## config.mk

```make
export PLATFORM = sky130hd
export DESIGN_NAME = score_keeper
export DESIGN_NICKNAME = d
export VERILOG_FILES = /design/src/rtl/score_keeper.sv
export SDC_FILE = /design/constraint.sdc
export NUM_CORES = 1
export LEC_CHECK = 0
export CAP_MARGIN = 5
export CELL_PAD_IN_SITES_DETAIL_PLACEMENT = 0
export CELL_PAD_IN_SITES_GLOBAL_PLACEMENT = 2
export CORE_MARGIN = 2
export CORE_UTILIZATION = 25
export DETAILED_ROUTE_END_ITERATION = 7
export MAX_ROUTING_LAYER = met4
export PLACE_DENSITY = 0.72
export SKIP_CTS_REPAIR_TIMING = 1
export SLEW_MARGIN = 40
export SYNTH_ARGS = -nofsm -noshare
export SYNTH_HDL_FRONTEND = slang
export SYNTH_SLANG_ARGS = --single-unit
export TNS_END_PERCENT = 30
```

## constraint.sdc

```tcl
create_clock -name clk_i -period 4.7 [get_ports clk_i]
set_clock_uncertainty 0.15 [all_clocks]
set_input_delay 1.41 -clock clk_i [delete_from_list [all_inputs] [get_ports clk_i]]
set_output_delay 1.41 -clock clk_i [all_outputs]
set_load 0.005 [all_outputs]
```

## src/rtl/score_keeper.sv

```systemverilog
`default_nettype none
// ============================================================================
// Module      : score_keeper
// Description : BCD score / lines / level keeper. Accepts one lines-cleared
//               event per handshake, accumulates with a digit-serial BCD
//               adder on shadow copies, and commits all three arrays in
//               one cycle so the renderer never sees a half-updated number.
// Revision    : 1.0 - initial release
// ============================================================================
module score_keeper #(
    parameter int NUMBER_LEN      = 6,
    parameter int LINES_PER_LEVEL = 10,
    parameter int MULT_CAP        = 10
) (
    input  logic                       clk_i,
    input  logic                       rst_i,
    input  logic                       new_game_i,
    input  logic                       event_valid_i,
    input  logic [2:0]                 event_lines_i,
    output logic                       event_ready_o,
    output logic                       done_o,
    output logic [NUMBER_LEN-1:0][3:0] score_o,
    output logic [NUMBER_LEN-1:0][3:0] lines_o,
    output logic [NUMBER_LEN-1:0][3:0] level_o
);

    localparam int             DW           = $clog2(NUMBER_LEN);
    localparam logic [DW-1:0]  c_LAST_DIGIT = DW'(NUMBER_LEN - 1);
    localparam logic [3:0]     c_MULT_MAX   = 4'(MULT_CAP - 1);
    localparam logic [8:0]     c_LPL        = 9'(LINES_PER_LEVEL);
    localparam logic [NUMBER_LEN*4-1:0] c_ALL_NINES = {NUMBER_LEN{4'h9}};

    typedef enum logic [2:0] {
        ST_IDLE  = 3'd0,
        ST_ADD   = 3'd1,
        ST_LINES = 3'd2,
        ST_LEVEL = 3'd3,
        ST_DONE  = 3'd4
    } state_t;

    state_t                      r_state;
    logic                        r_ready;
    logic                        r_done;
    logic [NUMBER_LEN-1:0][3:0]  r_score;
    logic [NUMBER_LEN-1:0][3:0]  r_lines;
    logic [NUMBER_LEN-1:0][3:0]  r_level;
    logic [NUMBER_LEN-1:0][3:0]  r_sh_score;
    logic [NUMBER_LEN-1:0][3:0]  r_sh_lines;
    logic [3:0][3:0]             r_base;
    logic [2:0]                  r_n;
    logic [3:0]                  r_mult;
    logic [3:0]                  r_pass;
    logic [DW-1:0]               r_digit;
    logic                        r_carry;
    logic [7:0]                  r_lines_to_next;
    logic [3:0]                  r_level_bin;

    logic [2:0]                  w_n_clamped;
    logic [3:0]                  w_mult;
    logic [15:0]                 w_base;
    logic [7:0]                  w_digit_ext;
    logic [3:0]                  w_op_a;
    logic [3:0]                  w_op_b;
    logic [4:0]                  w_sum;
    logic                        w_dig_carry;
    logic [3:0]                  w_dig;
    logic [NUMBER_LEN-1:0][3:0]  w_level_inc;
    logic                        w_inc_carry;
    logic                        w_level_up;
    logic [7:0]                  w_ltn_wrap;

    assign event_ready_o = r_ready;
    assign done_o        = r_done;
    assign score_o       = r_score;
    assign lines_o       = r_lines;
    assign level_o       = r_level;

    // Event decode at accept: clamp line count, pick multiplier and base points
    always_comb begin
        w_n_clamped = (event_lines_i > 3'd4) ? 3'd4 : event_lines_i;
        w_mult      = ((r_level_bin > c_MULT_MAX) ? c_MULT_MAX : r_level_bin) + 4'd1;
        case (w_n_clamped)
            3'd1:    w_base = 16'h0040;
            3'd2:    w_base = 16'h0100;
            3'd3:    w_base = 16'h0300;
            3'd4:    w_base = 16'h1200;
            default: w_base = 16'h0000;
        endcase
    end

    // Shared one-digit BCD adder: score digits in ADD, lines digits in LINES
    always_comb begin
        w_digit_ext = 8'(r_digit);
        if (r_state == ST_LINES) begin
            w_op_a = r_sh_lines[r_digit];
            w_op_b = (r_digit == '0) ? {1'b0, r_n} : 4'd0;
        end else begin
            w_op_a = r_sh_score[r_digit];
            w_op_b = (w_digit_ext < 8'd4) ? r_base[r_digit[1:0]] : 4'd0;
        end
        w_sum       = {1'b0, w_op_a} + {1'b0, w_op_b} + {4'd0, r_carry};
        w_dig_carry = (w_sum > 5'd9);
        w_dig       = w_dig_carry ? 4'(w_sum - 5'd10) : w_sum[3:0];
    end

    // Level increment (ripple, saturating) and lines-to-next bookkeeping
    always_comb begin
        w_level_inc = r_level;
        w_inc_carry = 1'b1;
        for (int i = 0; i < NUMBER_LEN; i++) begin
            if (w_inc_carry) begin
                if (r_level[i] == 4'd9) begin
                    w_level_inc[i] = 4'd0;
                end else begin
                    w_level_inc[i] = r_level[i] + 4'd1;
                    w_inc_carry    = 1'b0;
                end
            end
        end
        if (w_inc_carry) begin
            w_level_inc = c_ALL_NINES;
        end
        w_level_up = (r_lines_to_next <= {5'd0, r_n});
        w_ltn_wrap = 8'({1'b0, r_lines_to_next} + c_LPL - {6'd0, r_n});
    end

    // Control FSM: handshake, serial add passes, level update and atomic commit
    always_ff @(posedge clk_i) begin
        if (rst_i || new_game_i) begin
            r_state         <= ST_IDLE;
            r_ready         <= 1'b1;
            r_done          <= 1'b0;
            r_score         <= '0;
            r_lines         <= '0;
            r_level         <= '0;
            r_sh_score      <= '0;
            r_sh_lines      <= '0;
            r_base          <= '0;
            r_n             <= '0;
            r_mult          <= '0;
            r_pass          <= '0;
            r_digit         <= '0;
            r_carry         <= 1'b0;
            r_lines_to_next <= 8'(LINES_PER_LEVEL);
            r_level_bin     <= '0;
        end else begin
            case (r_state)
                ST_IDLE: begin
                    if (event_valid_i && r_ready) begin
                        r_n        <= w_n_clamped;
                        r_mult     <= w_mult;
                        r_base     <= w_base;
                        r_sh_score <= r_score;
                        r_sh_lines <= r_lines;
                        r_digit    <= '0;
                        r_pass     <= '0;
                        r_carry    <= 1'b0;
                        r_ready    <= 1'b0;
                        if (w_n_clamped == 3'd0) begin
                            // Nothing to add; outputs already hold the result
                            r_done  <= 1'b1;
                            r_state <= ST_DONE;
                        end else begin
                            r_state <= ST_ADD;
                        end
                    end
                end
                ST_ADD: begin
                    r_sh_score[r_digit] <= w_dig;
                    r_carry             <= w_dig_carry;
                    if (r_digit == c_LAST_DIGIT) begin
                        r_digit <= '0;
                        r_carry <= 1'b0;
                        if (w_dig_carry) begin
                            // Overflow: pin to all 9s, further passes cannot help
                            r_sh_score <= c_ALL_NINES;
                            r_state    <= ST_LINES;
                        end else if (r_pass + 4'd1 == r_mult) begin
                            r_state <= ST_LINES;
                        end else begin
                            r_pass <= r_pass + 4'd1;
                        end
                    end else begin
                        r_digit <= r_digit + DW'(1);
                    end
                end
                ST_LINES: begin
                    r_sh_lines[r_digit] <= w_dig;
                    r_carry             <= w_dig_carry;
                    if (r_digit == c_LAST_DIGIT) begin
                        r_digit <= '0;
                        r_carry <= 1'b0;
                        if (w_dig_carry) begin
                            r_sh_lines <= c_ALL_NINES;
                        end
                        r_state <= ST_LEVEL;
                    end else begin
                        r_digit <= r_digit + DW'(1);
                    end
                end
                ST_LEVEL: begin
                    // Level only moves here, so the output register doubles as
                    // its shadow; all three arrays land on the same edge.
                    r_score <= r_sh_score;
                    r_lines <= r_sh_lines;
                    if (w_level_up) begin
                        r_level         <= w_level_inc;
                        r_level_bin     <= (r_level_bin == 4'd15) ? 4'd15 : r_level_bin + 4'd1;
                        r_lines_to_next <= w_ltn_wrap;
                    end else begin
                        r_lines_to_next <= r_lines_to_next - {5'd0, r_n};
                    end
                    r_done  <= 1'b1;
                    r_state <= ST_DONE;
                end
                ST_DONE: begin
                    r_done  <= 1'b0;
                    r_ready <= 1'b1;
                    r_state <= ST_IDLE;
                end
                default: begin
                    r_done  <= 1'b0;
                    r_ready <= 1'b1;
                    r_state <= ST_IDLE;
                end
            endcase
        end
    end

endmodule
`default_nettype wire

```

**After elaboration in Yosys (flattened, before gate mapping)**

Cells that the tools add are included.

- Order comparisons: 8
- Equality and inequality tests: 23
- $add $sub $neg: 16
- Bitwise operators: 2
- Muxes and demuxes: 73
- Reductions and logical operators: 30

Operators with widths:

| operator | count |
|---|---|
| $mux W24 | 7 |
| $mux W4 | 25 |
| $pmux W24 S2 | 2 |
| $pmux W13 S4 | 1 |
| $bwmux W24 | 2 |
| $add A4 B1 Y4 const B | 9 |
| $mux W3 | 10 |
| $eq A4 B4 Y1 const B | 7 |
| $bmux W4 S3 | 2 |
| $reduce_and A3 Y1 | 6 |
| $reduce_bool A2 Y1 | 8 |
| $sub A8 B3 Y8 | 2 |
| $mux W1 | 15 |
| $demux W4 S3 | 1 |
| $eq A3 B2 Y1 const B | 4 |
| $pmux W3 S4 | 1 |
| $reduce_and A2 Y1 | 6 |
| $ne A2 B2 Y1 const B | 5 |
| $logic_not A3 Y1 | 3 |
| $add A8 B4 Y8 const B | 1 |
| $bmux W4 S2 | 1 |
| $le A8 B3 Y1 | 1 |
| $mux W8 | 1 |
| $pmux W4 S2 | 1 |
| other kinds (26) | 31 |

- Logic and storage cells: 196
- Output and inout port bits: 74
- Flip-flop bits (word level): 168
- Input bits: 7

**Logic depth before layout (Yosys ltp)**

- Depth in word-level cells: 12
- Mapped depth: 18
- Gate-level depth less buffers: 15

**Worst setup path before layout**

OpenSTA, ideal clock, no wires.

- Path type: reg2reg
- From: reg r_digit[0]
- To: reg r_sh_lines[19] in the netlist's numbering
- Period minus slack after synthesis: 4.363 ns
- Setup slack: 0.337 ns
- Library setup time: 0.074 ns
- Path buffers: 4
- Data arrival time: 4.139 ns
- Required time: 4.476 ns
- Cell stages (with the launch flop): 17
- Cell sequence: dfxtp_1 clkbuf_1 clkbuf_1 clkbuf_1 mux4_2 a21oi_1 fa_1 inv_1 fa_1 xor2_1 nor2_1 a221oi_1 a22o_4 nand2_1 buf_2 a221o_1 a31oi_1

- Word-level cells in the longest chain between the ends: 12
- Elaborated cells between the ends (all ways): 27
- Classes of those cells: add/sub: 3; order compare: 4; eq/ne: 1; mux: 17; reduce/logical: 2

RTL lines:

| item | RTL line | RTL |
|---|---|---|
| start: declaration | 53 | `logic [DW-1:0] r_digit;` |
| start signal: assignment | 184 | `r_digit <= r_digit + DW'(1);` |
| start signal: assignment | 198 | `r_digit <= r_digit + DW'(1);` |
| $bmux W4 S2 | 99 | `w_op_b = (w_digit_ext < 8'd4) ? r_base[r_digit[1:0]] : 4'd0;` |
| $mux W4 (implied by the code) | 99 |  |
| $mux W4 | 99 |  |
| $mux W4 | 94 | `if (r_state == ST_LINES) begin` |
| $add A4 B4 Y5 | 101 | `w_sum = {1'b0, w_op_a} + {1'b0, w_op_b} + {4'd0, r_carry};` |
| $add A5 B1 Y5 | 101 |  |
| $sub A4 B4 Y4 / $gt A5 B4 Y1 (equally long branches) | 103, 102 |  |
| $mux W4 | 103 | `w_dig = w_dig_carry ? 4'(w_sum - 5'd10) : w_sum[3:0];` |
| $bwmux W24 | 188 | `r_sh_lines[r_digit] <= w_dig;` |
| $mux W24 | 193 | `if (w_dig_carry) begin` |
| $mux W24 (*) | 190 | `if (r_digit == c_LAST_DIGIT) begin` |
| $pmux W24 S2 (*) | 147 | `case (r_state)` |
| end signal: assignment | 154 | `r_sh_lines <= r_lines;` |
| end signal: indexed assignment | 188 |  |
| end signal: assignment | 194 | `r_sh_lines <= c_ALL_NINES;` |
| end: declaration | 48 | `logic [NUMBER_LEN-1:0][3:0] r_sh_lines;` |

Mark *: on every way between the ends. The rest lies on a longest branch, timed or not. The select of a mux whose other input is x is not followed.
A chain may end at the register's enable or synchronous reset.

**Final worst setup path**

- From: reg r_state[1]
- To: reg r_sh_lines[14] in the netlist's numbering

- Word-level cells in the longest chain between the ends: 10
- Elaborated cells between the ends (all ways): 16
- Classes of those cells: add/sub: 3; order compare: 1; eq/ne: 2; mux: 7; reduce/logical: 3

RTL lines:

| item | RTL line | RTL |
|---|---|---|
| start: declaration | 41 | `state_t r_state;` |
| start signal: assignment | 130 | `r_state <= ST_IDLE;` |
| start signal: assignment | 162 | `r_state <= ST_DONE;` |
| start signal: assignment | 164 | `r_state <= ST_ADD;` |
| $eq A3 B2 Y1 | 94, 147 |  |
| $mux W4 | 94 |  |
| $add A4 B4 Y5 | 101 |  |
| $add A5 B1 Y5 | 101 |  |
| $sub A4 B4 Y4 / $gt A5 B4 Y1 (equally long branches) | 103, 102 |  |
| $mux W4 | 103 |  |
| $bwmux W24 | 188 |  |
| $mux W24 | 193 |  |
| $mux W24 | 190 |  |
| $pmux W24 S2 | 147 |  |

Several ways; a longest one is shown, not always the timed one.

==> impl_metrics.env <==
export IMPL_finalSetupViolCount=0
export IMPL_grt_pass1_wl_um=44400
export IMPL_num_nets_final=1160
export IMPL_dieArea_um2=35300
export IMPL_leakage_uw=0.00363
export IMPL_die_height_um=188
export IMPL_htreeDepth=4
export IMPL_nFillCells=3559
export IMPL_grt_usage_pct=16.3
export IMPL_max_freq_mhz=232
export IMPL_syn_inst=1050
export IMPL_relSlewSlack_pct=50.7
export IMPL_syn_to_final_growth_pct=24.2
export IMPL_finalCritPeriodShare_pct=91.9
export IMPL_synth_area_leaders="dfxtp_1 37%, nand2_1 8.5%, a21oi_1 6.7%, ha_1 5.3%, mux2i_1 4.1%"
export IMPL_netlist_area_leader_share_pct=36.9
export IMPL_postPlaceCellArea_um2=9830
export IMPL_crit_buf_inv=2
export IMPL_die_w_um=188
export IMPL_drive_gt1_share_pct=9.33
export IMPL_cp_start_kind="flip-flop"
export IMPL_synthMuxAreaShare_pct=7.34
export IMPL_cp_data_required_time_ps=4870
export IMPL_rr_endpoint="r_sh_lines[14]"
export IMPL_antenna_found_initial=1
export IMPL_io_pins=81
export IMPL_synth_enable_flop_cells=0
export IMPL_endpoint_kind="flip-flop"
export IMPL_worstReg2RegStart="r_state[1]"
export IMPL_rr_worst_depth=13
export IMPL_synth_top_area_cell="dfxtp_1"
export IMPL_worstHoldEndpoint="r_mult[0]"
export IMPL_root_buffer="clkbuf_16"
export IMPL_hold_viol=0
export IMPL_dr_total_vias=7923
export IMPL_whs_path_depth=2
export IMPL_synth_compound_gate_area_share_pct=22.1
export IMPL_drv_slew=0
export IMPL_start_util_pct=25.3
export IMPL_clockBufferDepth=2
export IMPL_synth_nets=1097
export IMPL_arrival_ps=4490
export IMPL_postLayoutCoreUtil_pct=31.4
export IMPL_drc=0
export IMPL_viasPerCell=5.03
export IMPL_crit_chain="or3b_4, mux4_2, a21oi_1, fa_1, inv_1, fa_1, nor2_1, o21ai_0, a22o_4, nand2_1, buf_4, o21ai_0, nor3_1"
export IMPL_period_needed_ps=4320
export IMPL_cp_slowest_stage_delay_ps=570
export IMPL_post_place_cells=1542
export IMPL_synth_top_family_by_area="compound AO/OA/AOI/OAI gates"
export IMPL_overflow=0
export IMPL_synth_flop_cell="dfxtp_1"
export IMPL_final_cells=1575
export IMPL_hold_start="r_mult[0]"
export IMPL_cap_violations=0
export IMPL_cts_sinks=156
export IMPL_fin_area_um2=10500
export IMPL_final_cell_mix="190 x nand2_1, 156 x dfxtp_1, 113 x a21oi_1, 80 x clkdlybuf4s50_1"
export IMPL_syn_cell_area_um2=8460
export IMPL_first_pass_iters=4
export IMPL_slowest_stage="fa_1"
export IMPL_io_buffers=80
export IMPL_yosysSeqAreaShare_pct=36.9
export IMPL_grt_max_degree=60
export IMPL_rsz0062_at_grt="false"
export IMPL_cts_made_buffers=17
export IMPL_rows=67
export IMPL_clkLatencyLatePin_ps=440
export IMPL_wl_per_cell_um=17.5
export IMPL_synthXorXnorAreaFrac_pct=1.66
export IMPL_cp_top_family="compound AO/OA/AOI/OAI gates"
export IMPL_synth_fa_ha_area_share_pct=6.27
export IMPL_syn_avg_cell_area_um2=8.05
export IMPL_postRouteAntennaNets=0
export IMPL_setup_tns_ps=0
export IMPL_ff2ff_setup_slack_ps=380
export IMPL_ys_ff_latch=156
export IMPL_final_common_cell="nand2_1"
export IMPL_dp_hpwl_um=19000
export IMPL_outcome="complete, no violations"
export IMPL_worstSetupPathDepth=13
export IMPL_path_max_fanout=13
export IMPL_synth_simple_area_share_pct=20.6
export IMPL_tightest_slew_ps=739
export IMPL_ys_async_sr_fraction_pct=0
export IMPL_p_per_area_nw_per_um2=310
export IMPL_first_iter_violations=574
export IMPL_core_area_um2=33400
export IMPL_ir_drop_mv=0.265
export IMPL_first_global_vias=7727
export IMPL_cts_clk_slew_worst_paths_ps=70
export IMPL_ys_warn_count=0
export IMPL_ys_types=65
export IMPL_crit_type="reg -> reg"
export IMPL_wirelength_um=27600
export IMPL_min_path_type="reg -> reg"
export IMPL_cts_tree="done"
export IMPL_finalWeightedCongestion=0.848
export IMPL_fin_hold_ws_ps=322
-- state kept, by name (all words and copies together), names as in the netlist --
register	count
lines_o	24
r_sh_score	24
r_level_bin	4
r_base	4
r_state	3
r_carry	1
r_pass	4
r_lines_to_next	8
score_o	24
r_sh_lines	24
done_o	1
event_ready_o	1
r_mult	4
r_digit	3
level_o	24
r_n	3
-- cells by family after synthesis --
family          count (synthesis)
compound gates                294
simple gates                  387
mux                            47
buf+inv                       110
fa+ha+maj                      40
flops                         156
xor+xnor                       16
-- Yosys cell counts (13+ instances only) --
master	count
mux2i_1	35
clkbuf_1	61
a21oi_1	113
a221oi_1	19
nand3_1	28
nand2_1	192
a31oi_1	16
inv_1	38
dfxtp_1	156
o21ai_0	65
nor3_1	26
ha_1	36
nor2_1	68
a211oi_1	13
-- metal layers --
metal | global-route usage [%] | wire length (um) | vias up
met5 | - | 0 | -
met4 | 4.12 | 369 | 0
met3 | 3.05 | 1040 | 21
met2 | 26.4 | 13100 | 144
met1 | 21.0 | 13100 | 3875
li1 | - | - | 3883
-- tightest hold or removal path: cells and delay by family, from the launching register on --
kind | cells | cell delay [ps]
AOI/OAI and AO/OA | 1 | 50
and+or+nand+nor | 1 | 50
DFF | 1 | 320
-- layout make-up --
cell class	instances	area [um^2]	area share [%]
multi-input combinational	784	4930	47.0
sequential	156	3120	29.7
timing repair buffer	116	1080	10.3
tap	448	561	5.34
clock buffer	19	443	4.22
clock inverter	13	211	2.01
inverter	38	143	1.36
antenna	1	2.50	0.0238
-- through the flow --
step,power (uW),setup slack [ps]
floorplan,1580,337
global placement,1690,432
detailed placement,1690,301
CTS,3290,289
global route,3370,144
finish,3250,383
-- power breakdown --
part / leakage [uW] / total, uW / switching [uW] / internal [uW]
Clock: 0.000318 / 1590 / 627 / 963
Sequential: 0.00126 / 1370 / 26.6 / 1340
Combinational: 0.00205 / 293 / 194 / 99.1
-- worst max path at each step --
stage / from / endpoint / slack (ps)
after CTS: r_state[1] / r_sh_lines[14] / 290
after global placement: r_state[2] / r_sh_lines[14] / 430
after detailed placement: r_state[1] / r_sh_lines[14] / 300
after floorplan: r_digit[0] / r_sh_lines[19] / 340
final: r_state[1] / r_sh_lines[14] / 380
after global routing: r_state[1] / r_sh_score[1] / 140
(Power assumes the default switching activity.)
